$ cat config.mk
export PLATFORM = sky130hd
export DESIGN_NAME = digital_clock_ctrl_flat
export DESIGN_NICKNAME = d
export VERILOG_FILES = /design/src/rtl/digital_clock_ctrl_if.sv /design/src/rtl/digital_clock_ctrl.sv /design/src/flat_wrapper.sv
export SDC_FILE = /design/constraint.sdc
export NUM_CORES = 1
export LEC_CHECK = 0
export ABC_AREA = 1
export CORE_MARGIN = 5
export CORE_UTILIZATION = 30
export DETAILED_ROUTE_END_ITERATION = 6
export MAX_ROUTING_LAYER = met4
export PLACE_DENSITY = 0.51
export SYNTH_ARGS = -nofsm -noshare
export SYNTH_HDL_FRONTEND = slang
export SYNTH_SLANG_ARGS = --single-unit
$ cat constraint.sdc
create_clock -name clk -period 4.5 [get_ports clk]
set_clock_uncertainty 0.2 [all_clocks]
set_input_delay 0.9 -clock clk [delete_from_list [all_inputs] [get_ports clk]]
set_output_delay 0.9 -clock clk [all_outputs]
set_load 0.02 [all_outputs]
$ cat src/rtl/digital_clock_ctrl_if.sv
// Control, load, alarm and display signals of the digital clock controller.
// The master modport drives requests; the slave modport is the controller side.
`timescale 1ns/1ps
interface digital_clock_ctrl_if;
  logic        run;
  logic        mode_12h;
  logic        load_valid;
  logic [16:0] load_time;
  logic        load_ok;
  logic        load_err;
  logic        alarm_en;
  logic [16:0] alarm_time;
  logic        alarm_hit;
  logic        sec_pulse;
  logic        day_wrap;
  logic [16:0] time_out;
  logic        pm;

  modport master (
    output run, mode_12h, load_valid, load_time, alarm_en, alarm_time,
    input  load_ok, load_err, alarm_hit, sec_pulse, day_wrap, time_out, pm
  );

  modport slave (
    input  run, mode_12h, load_valid, load_time, alarm_en, alarm_time,
    output load_ok, load_err, alarm_hit, sec_pulse, day_wrap, time_out, pm
  );
endinterface

$ cat src/rtl/digital_clock_ctrl.sv
// hh:mm:ss time-of-day counter with internal seconds prescaler, validated load,
// run/pause, 12/24-hour display, alarm compare and day-rollover pulse.
`timescale 1ns/1ps
module digital_clock_ctrl #(
  parameter int CLK_HZ = 50000000
) (
  input  logic                  clk,
  input  logic                  rst_n,
  digital_clock_ctrl_if.slave   bus
);

  localparam int PRE_W = $clog2(CLK_HZ);
  localparam logic [PRE_W-1:0] PRE_MAX = PRE_W'(CLK_HZ - 1);

  logic [PRE_W-1:0] pre_cnt;
  logic [4:0]       hour;
  logic [5:0]       min;
  logic [5:0]       sec;

  logic [4:0]       hour_adv;
  logic [5:0]       min_adv;
  logic [5:0]       sec_adv;

  logic [4:0]       load_hour;
  logic [5:0]       load_min;
  logic [5:0]       load_sec;

  logic             tick;
  logic             load_in_range;
  logic             load_accept;
  logic             advance;
  logic             at_day_end;
  logic             sec_pulse_q;
  logic             day_wrap_q;
  logic             alarm_hit_q;
  logic             load_ok_q;
  logic             load_err_q;
  logic [4:0]       hour_disp;

  assign load_hour = bus.load_time[16:12];
  assign load_min  = bus.load_time[11:6];
  assign load_sec  = bus.load_time[5:0];

  assign tick          = bus.run && (pre_cnt == PRE_MAX);
  assign load_in_range = (load_hour <= 5'd23) && (load_min <= 6'd59) && (load_sec <= 6'd59);
  assign load_accept   = bus.load_valid && load_in_range;
  // An accepted load overrides a coincident tick; a rejected load lets it through.
  assign advance       = tick && !load_accept;
  assign at_day_end    = (hour == 5'd23) && (min == 6'd59) && (sec == 6'd59);

  always_comb begin
    sec_adv  = sec + 6'd1;
    min_adv  = min;
    hour_adv = hour;
    if (sec == 6'd59) begin
      sec_adv = 6'd0;
      min_adv = min + 6'd1;
      if (min == 6'd59) begin
        min_adv  = 6'd0;
        hour_adv = (hour == 5'd23) ? 5'd0 : hour + 5'd1;
      end
    end
  end

  always_ff @(posedge clk or negedge rst_n) begin
    if (!rst_n) begin
      pre_cnt     <= '0;
      hour        <= '0;
      min         <= '0;
      sec         <= '0;
      sec_pulse_q <= 1'b0;
      day_wrap_q  <= 1'b0;
      alarm_hit_q <= 1'b0;
      load_ok_q   <= 1'b0;
      load_err_q  <= 1'b0;
    end else begin
      if (load_accept) begin
        pre_cnt <= '0;
        hour    <= load_hour;
        min     <= load_min;
        sec     <= load_sec;
      end else begin
        if (bus.run) begin
          pre_cnt <= tick ? '0 : pre_cnt + 1'b1;
        end
        if (advance) begin
          hour <= hour_adv;
          min  <= min_adv;
          sec  <= sec_adv;
        end
      end
      sec_pulse_q <= advance;
      day_wrap_q  <= advance && at_day_end;
      alarm_hit_q <= advance && bus.alarm_en && ({hour_adv, min_adv, sec_adv} == bus.alarm_time);
      load_ok_q   <= load_accept;
      load_err_q  <= bus.load_valid && !load_in_range;
    end
  end

  // Display conversion only; stored time stays in 24-hour form.
  always_comb begin
    hour_disp = hour;
    if (bus.mode_12h) begin
      if (hour == 5'd0) begin
        hour_disp = 5'd12;
      end else if (hour > 5'd12) begin
        hour_disp = hour - 5'd12;
      end
    end
  end

  assign bus.time_out  = {hour_disp, min, sec};
  assign bus.pm        = (hour >= 5'd12);
  assign bus.sec_pulse = sec_pulse_q;
  assign bus.day_wrap  = day_wrap_q;
  assign bus.alarm_hit = alarm_hit_q;
  assign bus.load_ok   = load_ok_q;
  assign bus.load_err  = load_err_q;

endmodule
$ cat src/flat_wrapper.sv
// flat-port wrapper written by rule: the top's interface ports become plain ports
module digital_clock_ctrl_flat 
#(
  parameter int CLK_HZ = 50000000
)
  (clk, rst_n, bus_run, bus_mode_12h, bus_load_valid, bus_load_time, bus_alarm_en, bus_alarm_time, bus_load_ok, bus_load_err, bus_alarm_hit, bus_sec_pulse, bus_day_wrap, bus_time_out, bus_pm);
  digital_clock_ctrl_if bus_i ();
  input  logic clk;
  input  logic rst_n;
  input wire logic [$bits(bus_i.run)-1:0] bus_run;
  input wire logic [$bits(bus_i.mode_12h)-1:0] bus_mode_12h;
  input wire logic [$bits(bus_i.load_valid)-1:0] bus_load_valid;
  input wire logic [$bits(bus_i.load_time)-1:0] bus_load_time;
  input wire logic [$bits(bus_i.alarm_en)-1:0] bus_alarm_en;
  input wire logic [$bits(bus_i.alarm_time)-1:0] bus_alarm_time;
  output wire logic [$bits(bus_i.load_ok)-1:0] bus_load_ok;
  output wire logic [$bits(bus_i.load_err)-1:0] bus_load_err;
  output wire logic [$bits(bus_i.alarm_hit)-1:0] bus_alarm_hit;
  output wire logic [$bits(bus_i.sec_pulse)-1:0] bus_sec_pulse;
  output wire logic [$bits(bus_i.day_wrap)-1:0] bus_day_wrap;
  output wire logic [$bits(bus_i.time_out)-1:0] bus_time_out;
  output wire logic [$bits(bus_i.pm)-1:0] bus_pm;
  assign bus_i.run = bus_run;
  assign bus_i.mode_12h = bus_mode_12h;
  assign bus_i.load_valid = bus_load_valid;
  assign bus_i.load_time = bus_load_time;
  assign bus_i.alarm_en = bus_alarm_en;
  assign bus_i.alarm_time = bus_alarm_time;
  assign bus_load_ok = bus_i.load_ok;
  assign bus_load_err = bus_i.load_err;
  assign bus_alarm_hit = bus_i.alarm_hit;
  assign bus_sec_pulse = bus_i.sec_pulse;
  assign bus_day_wrap = bus_i.day_wrap;
  assign bus_time_out = bus_i.time_out;
  assign bus_pm = bus_i.pm;
  digital_clock_ctrl #(.CLK_HZ(CLK_HZ)) u_core (.clk(clk), .rst_n(rst_n), .bus(bus_i));
endmodule
# == Yosys cells after proc, flatten, opt, wreduce, memory -nomap -nowiden ==
# Index checks and enable logic that the tools add are counted.
# totals
reg_bits,48
input_bits,40
# op_classes
addsub,5
order_cmp,5
eq_ne,5
mux,18
n_reduce_logical,16
# ops
op,count
$mux 26,3
$mux 6,7
$mux 5,8
$add 26x1->26 const B,1
$eq 26x26->1 const B,1
$eq 17x17->1,1
$add 6x1->6 const B,2
$eq 6x6->1 const B,2
$le 6x6->1 const B,2
$logic_and 1x1->1,11
$add 5x1->5 const B,1
$eq 5x5->1 const B,1
$ge 5x4->1 const B,1
$gt 5x4->1 const B,1
$le 5x5->1 const B,1
$logic_not 5->1,1
$sub 5x4->5 const B,1
$reduce_bool 2->1,2
$logic_not 1->1,2

# == Depth between registers and ports, before layout ==
# Gate-level depths: netlist (run 1).
# depth
depth_word,8
depth_mapped,12
ltp_nobuf,12

# == Least setup slack after synthesis (run 1) ==
# No wires, ideal clock.
# synth_path
kind,input port to output port
startpoint,input port bus_mode_12h
endpoint,output port bus_time_out[16]
arrival_time_ns,1.665
path_slack_ns,1.735
stages,4
n_path_buf,0
path_cell_list,inv_1 > nor2_1 > a21oi_1 > a221oi_1
# synth_via
elab_chain_len,1
# synth_lines
element,line_no,source
from (decl),flat_wrapper.sv:11,input wire logic [$bits(bus_i.mode_12h)-1:0] bus_mode_12h;
$mux 5,digital_clock_ctrl.sv:103,if (bus.mode_12h) begin
to (decl),flat_wrapper.sv:21,output wire logic [$bits(bus_i.time_out)-1:0] bus_time_out;
# No other way between the ends.

# == Final worst setup path (run 1) ==
# Same ends and word-level chain as after synthesis.

==> run summary, run 1 <==
The flow ran to the end, and the final reports show no timing, DRC or antenna violations. For this run, the leading register cell type out of synthesis is sky130_fd_sc_hd__dfrtp_1. The power density normalized to cell area came out at 270 mW/mm². The logs give 0.726 mW for the cell internal power dissipation and 530 for the net count of the mapped netlist.

The cell repeated most along the worst path was sky130_fd_sc_hd__clkdlybuf4s50_1. In the final routed layout, each cell accounts on average for 14.2 µm. The total iterations of the first detailed-routing run is 4.

In this run the horizontal extent of the chip is 115 µm. In this run the critical register-to-register path is launched from u_core.sec[0]. Across all layers, the routed design uses 3352 vias.

In this run, CTS created clock tree buffers numbering 5. STA classifies the critical path endpoint as an output port. The critical path runs through a total of 6 cells. The critical path goes through clkdlybuf4s50_1 > inv_1 > nor2_1 > a21oi_1 > a221oi_1 > clkdlybuf4s50_1. Of the total power, the clock network draws 23.2%.

For this configuration, the core starts out at a cell density of 30.6%. The run gives 0 as the total grt overflow. Overall track demand over capacity in global routing: 15.8%. After floorplanning, the core was sized to cover 0.0108 mm². Library cell contributing the largest single delay on the critical path: sky130_fd_sc_hd__clkdlybuf4s50_1.

The number of cells on the worst reg-to-reg path is 9. The synthesized area divided by synthesized cell count works out to 6.87 µm². The type of the worst setup path was in2out.

Number of antenna violations at the first check in global routing: 0. Counting instances, the worst hold path has a depth of 2. The wire length of the first global-routing pass is 16600 µm. 0 antenna diodes ended up in the layout. For this design the total switching power over the nets is 0.396 mW. For the arrival time of data at the critical path endpoint, the log shows 2.54 ns. In this run, the combinational gates consume 31.6% of the power. For the number of hold buffers added after cts, the log shows 0. Clock input transition at the sequential cells of the worst setup and hold paths: 0.09 ns. Before CTS, the worst setup slack after placement is 0.829 ns. The worst path needs 3.64 ns of the cycle, external delays included. The floorplan step set the die height to 115 µm. Routability-driven placement finished with a final weighted congestion of 0.861. After the first detailed-routing iteration, the DRC count stood at 198.

The setup violation total in the final timing report was 0; the number of max-slew violations in the final report was 0. The clock latency reported for the late side of the worst-skew pair is 0.30 ns, and the area of the mapped netlist is 0.00331 mm². The wire length reported by the detailed router is 9730 µm. The most critical setup path has its endpoint at bus_time_out[16].

The capture point of the worst reg-to-reg path is u_core.bus.alarm_hit. The number of top-level pins is 63. Once the clock tree was built, the setup fixing pass inserted 0 buffers. In this design, the largest share of critical-path delay is due to buffers and inverters. VDD sags by at most 0.000133 V. The synthesized netlist contains 37 unique library cells. TritonCTS built the clock tree. The largest net degree at the start of global routing is 49. The logs give 0 for the number of max-capacitance violations reported and 0 ns for the final sum of negative setup slack. The total of flip-flops plus latches after synthesis came out at 48.

The total number of clock tree sinks is 48. The tree is rooted in a sky130_fd_sc_hd__clkbuf_8. The switching fraction of total power is 35.3%. The number of nets with antenna violations after routing was 0; the number of global-route vias before repair was 3343.

The worst hold path belongs to the class reg2reg. The number of nets at the end of the flow was 594; the static leakage was 1.92 nW. The part of the Yosys area used for sequential elements was 36.3%. Setup repair after global routing left no endpoint under its margin.

At the worst endpoint, the required time is 3.40 ns. Final number of hold-violating endpoints: 0. The register share of total power is 45.1%. The tools report the setup slack of the most critical reg-to-reg path as 2.03 ns.

For this run, the number of Yosys warnings is 0. The logs give 2 for the H-tree level count and 0.862 ns for the final worst setup slack. After floorplanning, the core was divided into 38 placement rows. After legalization and detailed placement, the total HPWL measured 7430 µm.

The worst-case headroom to the max-slew limit is 56.4%, and the number of synthesized flops with an enable pin is 0. In this run the worst setup path begins at bus_mode_12h. On the worst path, the slowest cell contributes a delay of 0.66 ns. The via density per instance works out to 4.89. The worst setup path is launched from an input pin. Counting flops with an async set or reset pin after synthesis yields a share of 100%. Port buffering added 62 buffers.

The floorplan step defined a die boundary enclosing 0.0132 mm². In the routed design, unresolved DRC markers number 0. The combined buffer and inverter count along the critical path was 3; the peak fanout along the critical path was 3.

From synthesis to final layout, the design area changed by 25.6%. The share of layout cells above drive strength 1 was 4.40%; the actual transition at the worst max-transition pin was 0.653 ns. The longest clock path from root to sink contains 2 buffers. The run gives 482 as the post-synthesis instance total.

For this run, the top clock speed supported by timing is 0.275 GHz. Total of cells resized after clock tree synthesis: 0. Of the available clock period, the critical path in the final layout requires 80.8%.
==> worst min-delay path, cell delays in order, from the launching register on <==
cell and delay [ns]:
sky130_fd_sc_hd__dfrtp_1 0.38, sky130_fd_sc_hd__nand2_1 0.05, sky130_fd_sc_hd__o21ai_0 0.06
==> layout by cell type, fill, tap and decap left out, types with 4 or more instances in the layout <==
cell / n
sky130_fd_sc_hd__dfrtp_1: 48
sky130_fd_sc_hd__clkbuf_8: 5
sky130_fd_sc_hd__buf_4: 4
sky130_fd_sc_hd__ha_1: 8
sky130_fd_sc_hd__nor2_1: 54
sky130_fd_sc_hd__nand3_1: 45
sky130_fd_sc_hd__o211ai_1: 4
sky130_fd_sc_hd__o221ai_1: 10
sky130_fd_sc_hd__nand2_1: 126
sky130_fd_sc_hd__xor2_1: 7
sky130_fd_sc_hd__a31oi_1: 4
sky130_fd_sc_hd__nor3_1: 15
sky130_fd_sc_hd__inv_1: 66
sky130_fd_sc_hd__nand4_1: 13
sky130_fd_sc_hd__a21oi_1: 23
sky130_fd_sc_hd__clkdlybuf4s50_1: 61
sky130_fd_sc_hd__xnor2_1: 4
sky130_fd_sc_hd__o21ai_0: 21
==> metrics by stage <==
step                      total power, mW  area, µm²  instances  hold WS, ns  util [%]
after global placement              0.872       4080        679        0.292      37.7
final                                1.12       4160        686        0.332      38.4
after detailed placement            0.873       4080        679        0.319      37.7
after global routing                 1.20       4160        686        0.384      38.4
after CTS                            1.14       4160        686        0.342      38.4
after floorplan                     0.718       3310        482        0.274         -
==> worst min-delay path by stage <==
stage	start	endpoint	slack, ns
final	u_core.pre_cnt[24]	u_core.pre_cnt[24]	0.33
after global routing	u_core.pre_cnt[1]	u_core.pre_cnt[1]	0.38
after CTS	u_core.pre_cnt[24]	u_core.pre_cnt[24]	0.34
after detailed placement	u_core.pre_cnt[24]	u_core.pre_cnt[24]	0.32
after global placement	u_core.pre_cnt[24]	u_core.pre_cnt[24]	0.29
after floorplan	u_core.pre_cnt[24]	u_core.pre_cnt[24]	0.27
==> synthesized netlist by cell type (all sizes together), types with 2 or more instances <==
master | n | area (µm²)
nand2 | 130 | 503
clkbuf | 2 | 7.51
nand4 | 13 | 81.3
buf | 7 | 43.8
dfrtp | 48 | 1200
o22ai | 2 | 12.5
ha | 8 | 100
a31oi | 4 | 25.0
o21ai | 22 | 110
nor2 | 58 | 243
nor3 | 16 | 85.1
nand3 | 48 | 255
inv | 67 | 251
o211ai | 4 | 30.0
xor2 | 7 | 61.3
xnor2 | 4 | 35.0
o221ai | 10 | 87.6
a21oi | 23 | 115
==> power by group through the flow <==
stage	Sequential, mW	Combinational [mW]	Clock, mW
final	0.506	0.355	0.261
after floorplan	0.524	0.194	0
after CTS	0.506	0.360	0.271
after global placement	0.515	0.357	0
after global routing	0.513	0.398	0.288
after detailed placement	0.514	0.359	0
==> layout make-up <==
cell class / instances / area [µm²]
repair buffers: 66 / 646
clock inverters: 1 / 5.00
flip-flops and latches: 48 / 1200
clock buffers: 6 / 72.6
multi-input cells: 357 / 1810
fillers: 1173 / 6680
well taps: 140 / 175
inverters: 68 / 255
==> sequential cells by signal, indices dropped and copies added, names as in the netlist <==
name and flops:
u_core.hour 5, u_core.bus.sec_pulse 1, u_core.bus.load_err 1, u_core.pre_cnt 26, u_core.bus.alarm_hit 1, u_core.bus.load_ok 1
u_core.min 6, u_core.sec 6, u_core.bus.day_wrap 1
==> routing by layer <==
metal	global-route usage [%]	share of wire (%)	wire length [µm]
met1	19.9	47	4560
met2	27.2	49	4720
met3	2.47	4.2	407
met4	2.50	0.37	36
met5	-	0	0
==> logic make-up after synthesis <==
family | Yosys count | share of synthesized area, %
AOI/OAI and AO/OA | 70 | 12.7
and+or+nand+nor | 268 | 35.8
adders and majority gates | 8 | 3.02
buffers and inverters | 77 | 9.25
xor gates and xnor gates | 11 | 2.91
DFF | 48 | 36.3
No activity file was read; power rests on OpenSTA's default activity.
==> inputs of run 2 (changes only) <==
clock period = 3.6 ns   (was 4.5 ns; I/O delays follow)
==> run summary, run 2 (synthesis results as in run 1) <==
The run finished with clean final reports. The total iterations of the first detailed-routing run was 5 (was 4). The final sum of negative setup slack came out at 0 ns (unchanged). For the final RePlAce weighted congestion, the log shows 0.879 (was 0.861). The total of cells resized after clock tree synthesis was 0 (unchanged); the peak fanout along the critical path was 3 (unchanged).

The critical path launch point type was an input pin (unchanged). The actual transition at the worst max-transition pin was 0.592 ns (was 0.653 ns). Setup repair after global routing left no endpoint under its margin.

The largest net degree at the start of global routing was 28 (was 49). The tools report the CTS buffer count as 5 (unchanged). The standard cell core area is 0.0108 mm² (unchanged), and the total die area is 0.0132 mm² (unchanged). The beginning of the worst register-to-register path is u_core.sec[0] (unchanged). The critical path capture point type is an output port (unchanged). The number of cells on the worst reg-to-reg path works out to 9 (unchanged). Largest registers: u_core.pre_cnt (26), u_core.min (6), u_core.sec (6) (unchanged). The number of global-route vias before repair is 3321 (was 3343), and the area of combinational cells with multiple inputs is 0.00181 mm² (unchanged). The tools report the wire length reported by the detailed router as 9790 µm (was 9730 µm).

The setup violation total in the final timing report is 0 (unchanged). The routed wirelength normalized by instance count came out at 14.3 µm (was 14.2 µm). The run gives 0.000213 V (was 0.000133 V) as the largest voltage drop on the vdd net. Area growth from synthesis to layout: 26.1% (was 25.6%). For the sequential cell area, the log shows 0.00120 mm² (unchanged). The capture point of the worst reg-to-reg path was u_core.bus.alarm_hit (unchanged). For the final number of hold-violating endpoints, the log shows 0 (unchanged). The filler cell count is 1174 (was 1173).

The run gives 2 (unchanged) as the H-tree level count. For the antenna diode count, the log shows 0 (unchanged). The final period demand of the worst path came out at 3.33 ns.

Most common cell after layout, fill and taps aside: sky130_fd_sc_hd__nand2_1 (unchanged). Register containing the most flip-flops in the final layout: u_core.pre_cnt (unchanged). The cell area after placement was 0.00408 mm² (unchanged); the number of nets at the end of the flow was 594 (unchanged).

The final critical-path share of the clock period works out to 92.6%. The initial core utilization is 30.6% (unchanged), and the number of setup buffers added after CTS is 0 (unchanged). Root buffer selected by CTS: sky130_fd_sc_hd__clkbuf_8 (unchanged). The type of the worst setup path is in2out (unchanged). The clock input transition at the sequential cells of the worst setup and hold paths is 0.10 ns (was 0.09 ns), and the share of layout cells above drive strength 1 is 4.58% (was 4.40%).

The via density per instance is 4.99 (was 4.89). Flip-flop count of the largest register after layout: 26 (unchanged). For the arrival time of data at the critical path endpoint, the log shows 2.41 ns (was 2.54 ns). The die height was 115 µm (unchanged).

The setup slack of the most critical reg-to-reg path is 1.11 ns (was 2.03 ns). TritonCTS built the clock tree. The number of top-level pins came out at 63 (unchanged).

The violation count after the first detailed-route iteration came out at 175 (was 198). The worst hold path class is in2async (was reg2reg). Most frequent cells in the layout: 126 x sky130_fd_sc_hd__nand2_1, 66 x sky130_fd_sc_hd__inv_1, 61 x sky130_fd_sc_hd__clkdlybuf4s50_1, 54 x sky130_fd_sc_hd__nor2_1, 48 x sky130_fd_sc_hd__dfrtp_1 (unchanged).

The logs give 0 (unchanged) for the number of antenna violations at the first check in global routing and 0 (unchanged) for the number of max-capacitance violations reported. The tools report the number of hold buffers added after cts as 0 (unchanged). The total number of clock tree sinks came out at 48 (unchanged). The tools report the worst-case headroom to the max-slew limit as 60.5% (was 56.4%).

The achievable frequency is 0.300 GHz, and the data required time of the critical path is 2.68 ns (was 3.40 ns). The logs give 0 (unchanged) for the total grt overflow and 0 (unchanged) for the number of design rule violations left after detail routing. The tools report the clock latency reported for the late side of the worst-skew pair as 0.30 ns (about the same). The overall track demand over capacity in global routing is 15.6% (was 15.8%). The buffer depth of the longest clock path came out at 2 (unchanged). The static leakage came out at 1.93 nW (was 1.92 nW). The run gives 38 (unchanged) as the count of standard-cell rows. The number of port buffers was 62 (unchanged). The number of max-slew violations in the final report came out at 0 (unchanged). The width of the die was 115 µm (unchanged). The total non-filler cell area in the finished layout is 0.00418 mm² (was 0.00416 mm²), and the placed wire-length estimate is 7700 µm (was 7430 µm). The number of nets with antenna violations after routing is 0 (unchanged), and the wire length of the first global-routing pass is 16400 µm (was 16600 µm). Power density normalized to cell area: 345 mW/mm² (was 270 mW/mm²).

Via count: 3422 (was 3352).
-- run 2: cell count changes in the layout (fill, tap and decap cells not counted) --
cell / change
sky130_fd_sc_hd__clkbuf_1: -1
sky130_fd_sc_hd__clkinv_2: -1
sky130_fd_sc_hd__clkbuf_8: +2
-- run 2: power by group --
part	total, mW	leakage [nW]	internal (mW)	switching, mW
Clock	0.363	0.0503	0.172	0.191
Sequential	0.632	0.636	0.581	0.0513
Combinational	0.447	1.24	0.194	0.253
-- run 2: how the worst max path moves through the flow --
| stage | start | end | cells after the start |
|---|---|---|---|
| 3_5_place_dp | bus_mode_12h | bus_time_out[16] | 6 |
| 2_1_floorplan | bus_mode_12h | bus_time_out[16] | 4 |
| 6_report | bus_mode_12h | bus_time_out[16] | 6 |
| 4_1_cts | bus_mode_12h | bus_time_out[16] | 6 |
| 3_3_place_gp | bus_mode_12h | bus_time_out[16] | 6 |
| 5_1_grt | bus_mode_12h | bus_time_out[16] | 6 |
-- run 2: final cells by class --
class                           instances  area share [%]
Timing Repair Buffer                   66            15.4
Clock buffer                            7            2.31
Multi-Input combinational cell        357            43.2
Sequential cell                        48            28.7
Tap cell                              140            4.19
Inverter                               68            6.11
-- run 2: worst max-delay path: stages --
cell	delay, ns
sky130_fd_sc_hd__clkdlybuf4s50_1	0.50
sky130_fd_sc_hd__inv_1	0.06
sky130_fd_sc_hd__nor2_1	0.13
sky130_fd_sc_hd__a21oi_1	0.08
sky130_fd_sc_hd__a221oi_1	0.25
sky130_fd_sc_hd__clkdlybuf4s50_1	0.67
-- run 2: routing by layer --
| metal | routed length (µm) | vias up | GRT usage (%) |
|---|---|---|---|
| li1 | - | 1720 | - |
| met2 | 4550 | 86 | 25.3 |
| met5 | 0 | - | - |
| met3 | 582 | 8 | 2.74 |
| met1 | 4580 | 1608 | 20.8 |
| met4 | 73 | 0 | 2.58 |
-- run 2: per-stage QoR --
stage / std cells / setup slack (ns) / hold WS, ns / utilization, % / total power [mW]
final: 686 / 0.267 / 0.203 / 38.6 / 1.44
after global routing: 686 / 0.209 / 0.244 / 38.6 / 1.54
after CTS: 686 / 0.266 / 0.213 / 38.6 / 1.46
after detailed placement: 679 / 0.272 / 0.323 / 37.7 / 1.09
after global placement: 679 / 0.371 / 0.298 / 37.7 / 1.09
after floorplan: 482 / 1.19 / 0.224 / - / 0.897
